[config.mk]
export PLATFORM = sky130hd
export DESIGN_NAME = ttt_move_scheduler
export DESIGN_NICKNAME = d
export VERILOG_FILES = /design/src/rtl/ttt_pkg.sv /design/src/rtl/ttt_line_check.sv /design/src/rtl/ttt_move_scheduler.sv
export SDC_FILE = /design/constraint.sdc
export NUM_CORES = 1
export LEC_CHECK = 0
export BUFFER_PORTS_ARGS = -buffer_cell sky130_fd_sc_hd__buf_2
export CORE_ASPECT_RATIO = 1.25
export CORE_MARGIN = 2
export CORE_UTILIZATION = 61
export CTS_CLUSTER_DIAMETER = 150
export DETAILED_ROUTE_END_ITERATION = 10
export PLACE_DENSITY = 0.93
export SYNTH_ARGS = -nofsm -noshare
export SYNTH_HDL_FRONTEND = slang
export SYNTH_SLANG_ARGS = --single-unit
[constraint.sdc]
create_clock -name clk -period 5.7 [get_ports clk]
set_clock_uncertainty 0.1 [all_clocks]
set_input_delay 0 -clock clk [delete_from_list [all_inputs] [get_ports clk]]
set_output_delay 0 -clock clk [all_outputs]
set_load 0.02 [all_outputs]
[src/rtl/ttt_pkg.sv]
// Shared types and tables for the tic-tac-toe move scheduler.
// State encoding, cell codes and the win-line cell table.
package ttt_pkg;

  typedef enum logic [1:0] {
    P1_TURN = 2'd0,
    P2_TURN = 2'd1,
    CHECK   = 2'd2,
    DONE    = 2'd3
  } state_e;

  localparam logic [1:0] CELL_EMPTY = 2'b00;
  localparam logic [1:0] CELL_P1    = 2'b01;
  localparam logic [1:0] CELL_P2    = 2'b10;

  localparam int NUM_CELLS = 9;
  localparam int NUM_LINES = 8;

  // rows 0-2, cols 3-5, diagonal 6, anti-diagonal 7
  localparam logic [3:0] LINE_TBL [NUM_LINES][3] = '{
    '{4'd0, 4'd1, 4'd2},
    '{4'd3, 4'd4, 4'd5},
    '{4'd6, 4'd7, 4'd8},
    '{4'd0, 4'd3, 4'd6},
    '{4'd1, 4'd4, 4'd7},
    '{4'd2, 4'd5, 4'd8},
    '{4'd0, 4'd4, 4'd8},
    '{4'd2, 4'd4, 4'd6}
  };

endpackage

[src/rtl/ttt_line_check.sv]
// Combinational single-line matcher: true when all three cells
// of the selected win line hold the given player code.
module ttt_line_check
  import ttt_pkg::*;
(
  input  logic [17:0] board_i,
  input  logic [2:0]  line_i,
  input  logic [1:0]  code_i,
  output logic        match_o
);

  // compare the three cells of the selected line against the code
  always_comb begin
    match_o = 1'b1;
    for (int j = 0; j < 3; j++) begin
      if (board_i[{LINE_TBL[line_i][j], 1'b0} +: 2] != code_i)
        match_o = 1'b0;
    end
  end

endmodule

[src/rtl/ttt_move_scheduler.sv]
// Board owner, move arbiter and sequential win/draw scanner.
// Optional turn forfeit timer enabled by defining MOVE_TIMEOUT_EN.
module ttt_move_scheduler
  import ttt_pkg::*;
#(
  parameter int TIMEOUT_CYCLES = 1000,
  parameter int TO_W           = 10
) (
  input  logic        clk,
  input  logic        reset,
  input  logic        new_game,
  input  logic        p1_req,
  input  logic [3:0]  p1_cell,
  input  logic        p2_req,
  input  logic [3:0]  p2_cell,
  output logic        move_ack,
  output logic        move_nack,
  output logic        player1_turn,
  output logic        player2_turn,
  output logic        busy,
  output logic        game_over,
  output logic [1:0]  winner,
  output logic        draw,
  output logic [17:0] board,
  output logic        timeout
);

  state_e      state_q, state_d;
  logic [17:0] board_q, board_d;
  logic [2:0]  line_q, line_d;
  logic [1:0]  mover_q, mover_d;
  logic [1:0]  winner_q, winner_d;
  logic        draw_q, draw_d;
  logic        ack_q, ack_d;
  logic        nack_q, nack_d;
  logic        tmo_q, tmo_d;

  logic        req;
  logic [3:0]  req_cell;
  logic [1:0]  req_code;
  logic        cell_ok;
  logic        cell_free;
  logic        full;
  logic        match;
  logic        expire;

  ttt_line_check u_line (
    .board_i (board_q),
    .line_i  (line_q),
    .code_i  (mover_q),
    .match_o (match)
  );

  // select the active player's request and inspect the target cell
  always_comb begin
    req       = 1'b0;
    req_cell  = p1_cell;
    req_code  = CELL_P1;
    cell_ok   = 1'b0;
    cell_free = 1'b0;
    full      = 1'b1;
    if (state_q == P1_TURN) begin
      req = p1_req;
    end else if (state_q == P2_TURN) begin
      req      = p2_req;
      req_cell = p2_cell;
      req_code = CELL_P2;
    end
    for (int i = 0; i < NUM_CELLS; i++) begin
      if (board_q[2*i +: 2] == CELL_EMPTY)
        full = 1'b0;
      if (req_cell == 4'(i)) begin
        cell_ok   = 1'b1;
        cell_free = (board_q[2*i +: 2] == CELL_EMPTY);
      end
    end
  end

`ifdef MOVE_TIMEOUT_EN
  logic [TO_W-1:0] to_q;

  assign expire = (to_q == TO_W'(TIMEOUT_CYCLES - 1));

  // count cycles spent in the current turn; restart on any turn entry
  always_ff @(posedge clk or posedge reset) begin
    if (reset)
      to_q <= '0;
    else if ((state_q == P1_TURN || state_q == P2_TURN) &&
             state_d == state_q && !new_game)
      to_q <= to_q + 1'b1;
    else
      to_q <= '0;
  end
`else
  localparam int to_cfg_unused = TIMEOUT_CYCLES + TO_W;
  assign expire = 1'b0;
`endif

  // next state and datapath updates
  always_comb begin
    state_d  = state_q;
    board_d  = board_q;
    line_d   = line_q;
    mover_d  = mover_q;
    winner_d = winner_q;
    draw_d   = draw_q;
    ack_d    = 1'b0;
    nack_d   = 1'b0;
    tmo_d    = 1'b0;
    if (new_game) begin
      state_d  = P1_TURN;
      board_d  = '0;
      line_d   = '0;
      winner_d = CELL_EMPTY;
      draw_d   = 1'b0;
    end else begin
      unique case (state_q)
        P1_TURN, P2_TURN: begin
          if (expire) begin
            tmo_d   = 1'b1;
            state_d = (state_q == P1_TURN) ? P2_TURN : P1_TURN;
          end else if (req) begin
            if (cell_ok && cell_free) begin
              for (int i = 0; i < NUM_CELLS; i++)
                if (req_cell == 4'(i))
                  board_d[2*i +: 2] = req_code;
              ack_d   = 1'b1;
              mover_d = req_code;
              line_d  = '0;
              state_d = CHECK;
            end else begin
              nack_d = 1'b1;
            end
          end
        end
        CHECK: begin
          if (match) begin
            state_d  = DONE;
            winner_d = mover_q;
          end else if (line_q == 3'(NUM_LINES - 1)) begin
            if (full) begin
              state_d = DONE;
              draw_d  = 1'b1;
            end else begin
              state_d = (mover_q == CELL_P1) ? P2_TURN : P1_TURN;
            end
          end else begin
            line_d = line_q + 3'd1;
          end
        end
        DONE: begin
        end
        default: state_d = P1_TURN;
      endcase
    end
  end

  // FSM state register
  always_ff @(posedge clk or posedge reset) begin
    if (reset)
      state_q <= P1_TURN;
    else
      state_q <= state_d;
  end

  // board, scan and registered result state
  always_ff @(posedge clk or posedge reset) begin
    if (reset) begin
      board_q  <= '0;
      line_q   <= '0;
      mover_q  <= CELL_P1;
      winner_q <= CELL_EMPTY;
      draw_q   <= 1'b0;
      ack_q    <= 1'b0;
      nack_q   <= 1'b0;
      tmo_q    <= 1'b0;
    end else begin
      board_q  <= board_d;
      line_q   <= line_d;
      mover_q  <= mover_d;
      winner_q <= winner_d;
      draw_q   <= draw_d;
      ack_q    <= ack_d;
      nack_q   <= nack_d;
      tmo_q    <= tmo_d;
    end
  end

  // state decode and output drive
  always_comb begin
    player1_turn = (state_q == P1_TURN);
    player2_turn = (state_q == P2_TURN);
    busy         = (state_q == CHECK);
    game_over    = (state_q == DONE);
    move_ack     = ack_q;
    move_nack    = nack_q;
    winner       = winner_q;
    draw         = draw_q;
    board        = board_q;
    timeout      = tmo_q;
  end

endmodule
=== Word level (Yosys, flattened, before mapping) ===
Memories as Yosys holds them, arrays and structs flattened.
Index checks and enable logic that the tools add are counted.

* Output and inout port bits: 28
* Word-level logic and storage cells: 171
* Bits in read-only memories: 96
* Flip-flop bits (word level): 30
* Input port bits: 13
* Memories: 1

* Muxes and demuxes: 81
* Shifts and indexed selects: 3
* Bitwise gates (word level): 2
* $add $sub $neg: 1
* Eq/ne operators: 22
* Reductions and logical operators: 44
* Magnitude comparators: 1

{| class="wikitable"
|+ Memories
! name !! words !! width !! read ports !! clocked after memory_dff !! write ports !! line !! source
|-
| (name not given) || 8 || 12 || 1 || 0 || 0 || ttt_line_check.sv:16 || <nowiki>if (board_i[{LINE_TBL[line_i][j], 1'b0} +: 2] != code_i)</nowiki>
|}

{| class="wikitable"
|+ Operators with widths
! cell !! number
|-
| $mux 18 || 4
|-
| $shiftx 18x6->2 || 3
|-
| $reduce_and 4->1 || 12
|-
| $mux 1 || 46
|-
| $mux 2 || 20
|-
| $reduce_bool 2->1 || 16
|-
| $mux 12 || 2
|-
| $logic_not 2->1 || 10
|-
| $eq 4x3->1 const B || 4
|-
| $mux 3 || 5
|-
| $ne 3x3->1 const B || 4
|-
| $eq 4x2->1 const B || 2
|-
| $mux 4 || 2
|-
| $ne 2x2->1 || 3
|-
| $pmux 3 s2 || 1
|-
| $reduce_and 5->1 || 1
|-
| $eq 2x1->1 const B || 2
|-
| $eq 2x2->1 const B || 2
|-
| $eq 4x1->1 const B || 1
|-
| $eq 4x4->1 const B || 1
|-
| $ge 4x4->1 const B || 1
|-
| $logic_not 4->1 || 1
|-
| $ne 4x2->1 const B || 1
|-
| $not 3->4 || 1
|-
| other kinds (9) || 9
|}

=== Logic depth before layout (Yosys ltp) ===
Gate-level depths: netlist of run 1.

* Depth after elaboration: 18
* Mapped depth: 12
* Depth with buffers taken out: 10

=== Modules after synthesis ===
Synthesis of run 1 repeated with hierarchy kept, for this count alone.

* Cells, all modules: 278
* Area, all modules: 2610.0 µm²

{| class="wikitable"
|+ By module, submodules not included
! module !! area an instance (µm²) !! cells an instance !! sequential area each (µm²) !! instances
|-
| ttt_move_scheduler || 1757.9 || 180 || 752.0 || 1
|-
| ttt_line_check || 852.1 || 98 || 0.0 || 1
|}

=== Worst setup path after synthesis of run 1 ===
No wires, ideal clock.

* Path type: reg-to-reg
* From: reg line_q[0]
* To: reg line_q[0]
* Buffers on the path: 0
* Arrival time: 2992 ps
* Setup slack: 2483 ps
* Library setup time: 125 ps
* Period minus slack after synthesis: 3217 ps
* Stages on the path, launching flop included: 11
* Cell sequence: dfrtp_1 > inv_1 > ha_1 > mux2i_1 > mux2i_1 > o221ai_1 > a22o_1 > or4_1 > a22oi_4 > nor3_4 > mux2_4

* Word-level cells in the longest chain between the ends: 11
* Elaborated cells between the ends (all ways): 22

{| class="wikitable"
|+ RTL lines
! item !! line !! source
|-
| start: declaration || ttt_move_scheduler.sv:30 || <nowiki>logic [2:0] line_q, line_d;</nowiki>
|-
| start signal: assignment || ttt_move_scheduler.sv:179 || <nowiki>line_q <= line_d;</nowiki>
|-
| $not 3->4 (implied by the code) || ttt_line_check.sv:16 ||
|-
| $mem_v2 8x12 || - ||
|-
| $mux 12 (implied by the code) (2 in a row) || ttt_line_check.sv:16 ||
|-
| $shiftx 18x6->2 || ttt_line_check.sv:16 ||
|-
| $ne 2x2->1 || ttt_line_check.sv:16 ||
|-
| $mux 1 (3 in a row) || ttt_line_check.sv:16 ||
|-
| $ne 3x3->1 (no line) || - ||
|-
| $reduce_and 5->1 (no line) || - ||
|}

Parallel ways exist; a longest one is shown, timed or not. The select of a mux whose other input is x is not followed.
A chain may end at the register's enable or synchronous reset.

=== Worst setup path after layout of run 1 ===
Same ends and word-level chain as after synthesis.

==> run summary, run 1 <==
Die H - 73.4 um
Die area - 4370 um2
Number of synthesized flops with an enable pin - 0
Portion of netlist area occupied by mux cells - 17.2%
Final Max Tran Viols - 0
Layout cell share with drive strength beyond 1 - 25.0%
CTS buffer count - 5
Simple-gate share of the synthesized area - 24.2%
Synth unique cells - 55
Die Wd - 59.6 um
Final Hold Vio Count - 0
Sw frac - 24.9%
Hold Crit Start - p1_cell[0]
Initial drt markers - 183
Combinational family with the most area after synthesis - simple AND/OR/NAND/NOR gates
H-tree Lvls - 2
Crit-path max FO - 19
Compound-gate portion of the synthesized area - 18.9%
Post-Synth XOR/XNOR Area - 0%
Dpl hpwl - 4380 um
Yosys warnings - 0
Std-Cell Rows - 25
Clock share of power - 46.8%
Placement Cell Area - 2520 um2
Layout area overhead - 13.6%
Clock buffer depth - 2
Count of buffers from port buffering - 39
Reg2reg end - line_q[0]$_DFFE_PP0P_
Peak Freq - 259 MHz
Seq pwr share - 37.9%
CTS tree - yes
WL final - 6340 um
RSZ-0062 raised after global routing - no
Worst r2r src - line_q[0]$_DFFE_PP0P_
Maxcap violations - 0
Final Power - 0.000581 W
Seq/Total Area, Yosys - 32.0%
Yosys top cell area share - 30.8%
Worst EP required - 5780 ps
Final period demand of the worst path - 3850 ps
Initial antenna violation count - 0
Synth Area in Adders - 2.66%
CTS clk-pin slew, worst paths - 70 ps
Crit path max-delay family - multiplexers
WL per Instance - 19.1 um
Root Driver - clkbuf_8
Setup CP Type - register to register
Crit-path max cell delay - 810 ps
Power per cell area - 217 nW/um2
Worst setup SP type - register
Post-Synthesis Cells - 260
Global-route wire length before repair - 9700 um
Relative slew slack - 23.1%
Detail Route Antenna Nets - 0
Worst reg2reg path depth - 9
Sw power - 0.000144 W
Clk_lat worst skew - 290 ps
Min-Delay Path Class - input port to register
Worst VDD drop - 0.000213 V
GRT overflow - 0
Routability Congestion - 0.950
WHS Endpoint - board[2]$_DFFE_PP0P_
Largest net degree at the start of global routing - 33
Setup TNS - 0 ps
CP endpoint kind - register
Leading register cell type out of synthesis - dfrtp_1
Clk sinks - 30
Post-Syn Area - 2350 um2
Initial Util - 62.7%
Asr flop ratio synth - 100%
Worst path bufs/invs - 0
Synthesized Nets - 278
Power Internal - 0.000436 W
Measured slew at the worst slew-check pin - 1150 ps
Pre-CTS setup slack - 1900 ps
Global Route Usage Sum - 29.5%
Final setup fails - 0
# DRC - 0
Avg Inst Size Synth - 9.05 um2
Seq cells post-synth - 30
Ant. Diodes - 0
Period utilization - 67.6%
Final worst setup slack - 1850 ps
Run status - completed
Final #Nets - 309
Worst R2R Setup Slack - 1850 ps
WP data arrival - 3940 ps
Vias - 2274
Cell area after layout - 2670 um2
Comb pwr share - 15.3%
Synth area leader - dfrtp_1
Hold-critical path depth - 3
LEAKAGE - 1.25 nW
Vias in the first global route - 1978
Most used cell, CP - mux2i_1
First-pass iteration count of the detailed router - 7
Largest cells by area after synthesis - dfrtp_1 (31%), mux2i_1 (8.9%), nor2_1 (7.2%)
Hold Slack - 40.6 ps
Vias per inst - 6.85
IO Count - 41
CP max stage cell - ha_1
CP Cell Sequence - ha_1 > mux2i_1 > mux2i_1 > o221ai_1 > a22o_1 > or4_1 > a22oi_4 > nor3_4 > mux2_4
Core box area - 3750 um2
cells in the mapped netlist (4+ instances only):
cell       n
or4_1      4
ha_1       5
mux2i_1   21
mux2_2     4
nand2_1   11
a21oi_1   12
inv_1      9
nor2_1    45
buf_2      5
clkbuf_1   9
a41oi_1    8
a31oi_1    9
nor2b_1    8
nand3b_1   4
nand2b_1   9
nor3_1     6
dfrtp_1   29
nand3_1    5
cell families after synthesis:
| logic type | count (synthesis) |
|---|---|
| simple gates | 109 |
| compound gates | 57 |
| mux | 32 |
| flops | 30 |
| buf+inv | 26 |
| fa+ha+maj | 5 |
| other cells | 1 |
through the flow:
stage,utilization [%],cells
6_report,71.2,332
5_1_grt,71.2,332
4_1_cts,71.2,332
3_5_place_dp,67.2,323
3_3_place_gp,67.2,323
2_1_floorplan,-,260
state kept, by name, indices dropped and copies added (netlist names):
register / count
move_nack: 1
draw: 1
line_q: 3
move_ack: 1
winner: 2
state_q: 2
board: 18
mover_q: 2
final cells by class:
cell class	count	area, um2
Tap cell	40	50.0
Clock inverter	2	60.1
Inverter	10	37.5
Sequential cell	30	752
Clock buffer	6	82.6
Fill cell	287	1080
Timing Repair Buffer	40	205
Multi-Input combinational cell	204	1490
worst register-to-register path, cell delays in order (launching register included):
cell and delay, ps:
dfrtp_1 520, ha_1 810, mux2i_1 430, mux2i_1 260
o221ai_1 130, a22o_1 260, or4_1 460, a22oi_4 370
nor3_4 100, mux2_4 300
placed cells by master, fill, tap and decap left out, types with 2 or more instances in the layout:
| cell | count |
|---|---|
| nor2_1 | 45 |
| buf_2 | 39 |
| dfrtp_1 | 29 |
| mux2i_1 | 21 |
| a21oi_1 | 12 |
| nand2_1 | 11 |
| nand2b_1 | 9 |
| inv_1 | 9 |
| a31oi_1 | 9 |
| nor2b_1 | 8 |
| a41oi_1 | 8 |
| nor3_1 | 6 |
| clkbuf_8 | 6 |
| nand3_1 | 5 |
| ha_1 | 5 |
| or4_1 | 4 |
| nand3b_1 | 4 |
| mux2_2 | 4 |
| a211oi_1 | 3 |
| or3_1 | 3 |
| o221ai_1 | 3 |
| mux4_2 | 3 |
| and2_1 | 2 |
| o21a_1 | 2 |
| o21ai_0 | 2 |
| o211ai_1 | 2 |
| or3_2 | 2 |
| nor4b_1 | 2 |
| mux2_4 | 2 |
| mux4_1 | 2 |
| o32ai_1 | 2 |
| a21bo_2 | 2 |
| or4_2 | 2 |
| o41ai_2 | 2 |
| bufinv_16 | 2 |
worst max-delay path by stage:
| stage | start | endpoint | slack [ps] | cells after the start |
|---|---|---|---|---|
| 3_3_place_gp | line_q[1]$_DFFE_PP0P_ | line_q[0]$_DFFE_PP0P_ | 2040 | 10 |
| 5_1_grt | state_q[1]$_DFFE_PP0P_ | mover_q[1]$_DFFE_PP0P_ | 1600 | 9 |
| 6_report | line_q[0]$_DFFE_PP0P_ | line_q[0]$_DFFE_PP0P_ | 1850 | 9 |
| 2_1_floorplan | line_q[0]$_DFFE_PP0P_ | line_q[0]$_DFFE_PP0P_ | 2480 | 10 |
| 4_1_cts | line_q[0]$_DFFE_PP0P_ | line_q[0]$_DFFE_PP0P_ | 1890 | 9 |
| 3_5_place_dp | line_q[0]$_DFFE_PP0P_ | line_q[0]$_DFFE_PP0P_ | 1900 | 9 |
what timing repair did:
| action | in CTS | in global routing |
|---|---|---|
| buffers inserted | 0 | 0 |
| hold buffers | 1 | 0 |
| resized for setup | 0 | 0 |
| endpoints found under the setup margin | 0 | 0 |
| endpoints found under the hold margin | 29 | 0 |
power by group through the flow:
| stage | Sequential, W | Clock [W] | Combinational, W |
|---|---|---|---|
| final | 0.000220 | 0.000272 | 0.0000889 |
| after global routing | 0.000221 | 0.000278 | 0.0000957 |
| after CTS | 0.000220 | 0.000271 | 0.0000872 |
| after detailed placement | 0.000224 | 0 | 0.0000864 |
| after global placement | 0.000224 | 0 | 0.0000839 |
| after floorplan | 0.000224 | 0 | 0.0000655 |
layer usage:
layer	global-route usage, %	wire length [um]	up-vias
met2	48.6	3120	133
met3	3.70	548	29
met5	0	0	-
met4	11.6	240	0
li1	-	-	1027
met1	39.3	2430	1085
No activity file was read; power rests on OpenSTA's default activity.
==> inputs of run 2 (changes only) <==
Settings changed: CORE_UTILIZATION 61 to 51, PLACE_DENSITY 0.93 to 0.84.
Clock period 5.7 ns to 3.5 ns, I/O delays scaled along.
==> run 2 against run 1 <==
  * Clock power is essentially flat
  * Non-clock buffer count increased by 8
  * Register-to-register slack lost 1600 ps
  * Highest routed layer unchanged
==> run summary, run 2 (synthesized netlist as in run 1, its figures left out) <==
Maxcap violations - 0 (unchanged)
Final #Nets - 317 (+2.6%)
Final setup fails - 0 (unchanged)
First-pass iteration count of the detailed router - 4 (-3)
Core box area - 4430 um2 (+18%)
Run status - completed
WL per Instance - 18.2 um (-4.6%)
IO Count - 41 (unchanged)
Die Wd - 64.8 um (+8.7%)
GRT overflow - 0 (unchanged)
Setup CP Type - register to register
LEAKAGE - 1.26 nW (+1.1%)
Dpl hpwl - 4670 um (+6.7%)
Max reg flops - 18 (unchanged)
Most frequent cells in the layout - nor2_1 (45), buf_2 (39), dfrtp_1 (29)
Global-route wire length before repair - 10300 um (+6.5%)
Global Route Usage Sum - 26.0% (-3.5 points)
Layout cell share with drive strength beyond 1 - 26.7% (+1.7 points)
Initial Util - 53.2% (-9.5 points)
Min-Delay Path Class - input port to register
Root Driver - clkbuf_8
CTS buffer count - 5 (unchanged)
Worst VDD drop - 0.000300 V (+41%)
RSZ-0062 raised after global routing - no
Clk_lat worst skew - 290 ps (about the same)
WL final - 6520 um (+2.9%)
Die area - 5180 um2 (+18%)
Worst EP required - 3580 ps (-2200 ps)
Count of buffers from port buffering - 39 (unchanged)
Final Max Tran Viols - 0 (unchanged)
Peak Freq - 306 MHz (+18%)
CP endpoint kind - register
CTS tree - yes
Period utilization - 93.4% (+26 points)
H-tree Lvls - 2 (unchanged)
Vias in the first global route - 2148 (+8.6%)
Layout area overhead - 14.6%
Detail Route Antenna Nets - 0 (unchanged)
Vias per inst - 6.31 (-7.9%)
Power per cell area - 290 nW/um2 (+34%)
Initial antenna violation count - 0 (unchanged)
Commonest non-fill, non-tap cell in the layout - nor2_1
Cell area after layout - 2700 um2 (+0.84%)
Clk sinks - 30 (unchanged)
Measured slew at the worst slew-check pin - 1130 ps (-23.4 ps)
Final period demand of the worst path - 3270 ps (-585 ps)
Crit-path max FO - 10 (-9)
Final Power - 0.000783 W (+35%)
Clock buffer depth - 2 (unchanged)
Die H - 80.0 um (+8.9%)
# DRC - 0 (unchanged)
Routability Congestion - 0.929 (-2.2%)
Worst setup SP type - register
CTS clk-pin slew, worst paths - 70 ps (about the same)
Setup TNS - 0 ps (unchanged)
WP data arrival - 3350 ps (-590 ps)
Final Hold Vio Count - 0 (unchanged)
Placement Cell Area - 2600 um2 (+3.3%)
Initial drt markers - 163 (-11%)
Largest net degree at the start of global routing - 33 (unchanged)
Relative slew slack - 24.6% (+1.6 points)
Std-Cell Rows - 27 (+8.0%)
Vias - 2259 (-0.66%)
Ant. Diodes - 0 (unchanged)
Post-CTS setup buffers - 0 (unchanged)
==> run 2: worst max-delay path, cell delays in order, from the launching register on <==
cell,delay [ps]
dfrtp_1,400
inv_1,120
ha_1,470
mux2_4,230
mux4_1,540
mux2i_1,190
nand2_1,80
or3_4,340
a22oi_4,300
nor3_4,100
mux2_4,300
==> run 2: final cells by class <==
class / count / area (um2)
flip-flops and latches: 30 / 752
inverters: 10 / 37.5
clock buffers: 6 / 72.6
fillers: 392 / 1730
multi-input cells: 204 / 1490
well taps: 58 / 72.6
clock inverters: 2 / 10.0
repair buffers: 48 / 265
==> run 2: timing repair <==
action,in CTS,in global routing
hold buffers,1,0
resized for setup,0,0
endpoints found under the hold margin,29,0
==> run 2: report_power, final <==
group	internal [W]	switching [W]
Combinational	0.0000608	0.0000917
Clock	0.000138	0.000136
Sequential	0.000352	0.00000476
Total	0.000550	0.000232
==> run 2: metal layers <==
metal | global-route usage [%] | wire [um]
met2 | 43.1 | 3340
met4 | 15.7 | 274
met3 | 3.81 | 442
met1 | 31.7 | 2460
met5 | 0 | 0
==> run 2: worst paths after layout <==
path                                             from                     end  slack, ps  cells after the start
min in group asynchronous                       reset  state_q[1]$_DFFE_PP0P_        450                      3
max in group asynchronous                       reset   board[12]$_DFFE_PP0P_       2170                      3
worst min-delay path                       p1_cell[0]    board[2]$_DFFE_PP0P_         40                      3
worst min register to register       draw$_DFFE_PP0P_        draw$_DFFE_PP0P_        420                      2
worst max register to register  line_q[1]$_DFFE_PP0P_   line_q[0]$_DFFE_PP0P_        230                     10
worst max-delay path            line_q[1]$_DFFE_PP0P_   line_q[0]$_DFFE_PP0P_        230                     10
==> run 2: stage by stage <==
step | hold WS [ps] | util [%] | setup slack (ps) | cells
4_1_cts | 39.0 | 60.9 | 244 | 358
2_1_floorplan | -9.93 | - | 283 | 260
6_report | 38.9 | 60.9 | 231 | 358
5_1_grt | 60.7 | 60.9 | 84.8 | 358
3_3_place_gp | 233 | 58.8 | 336 | 349
3_5_place_dp | 237 | 58.8 | 258 | 349
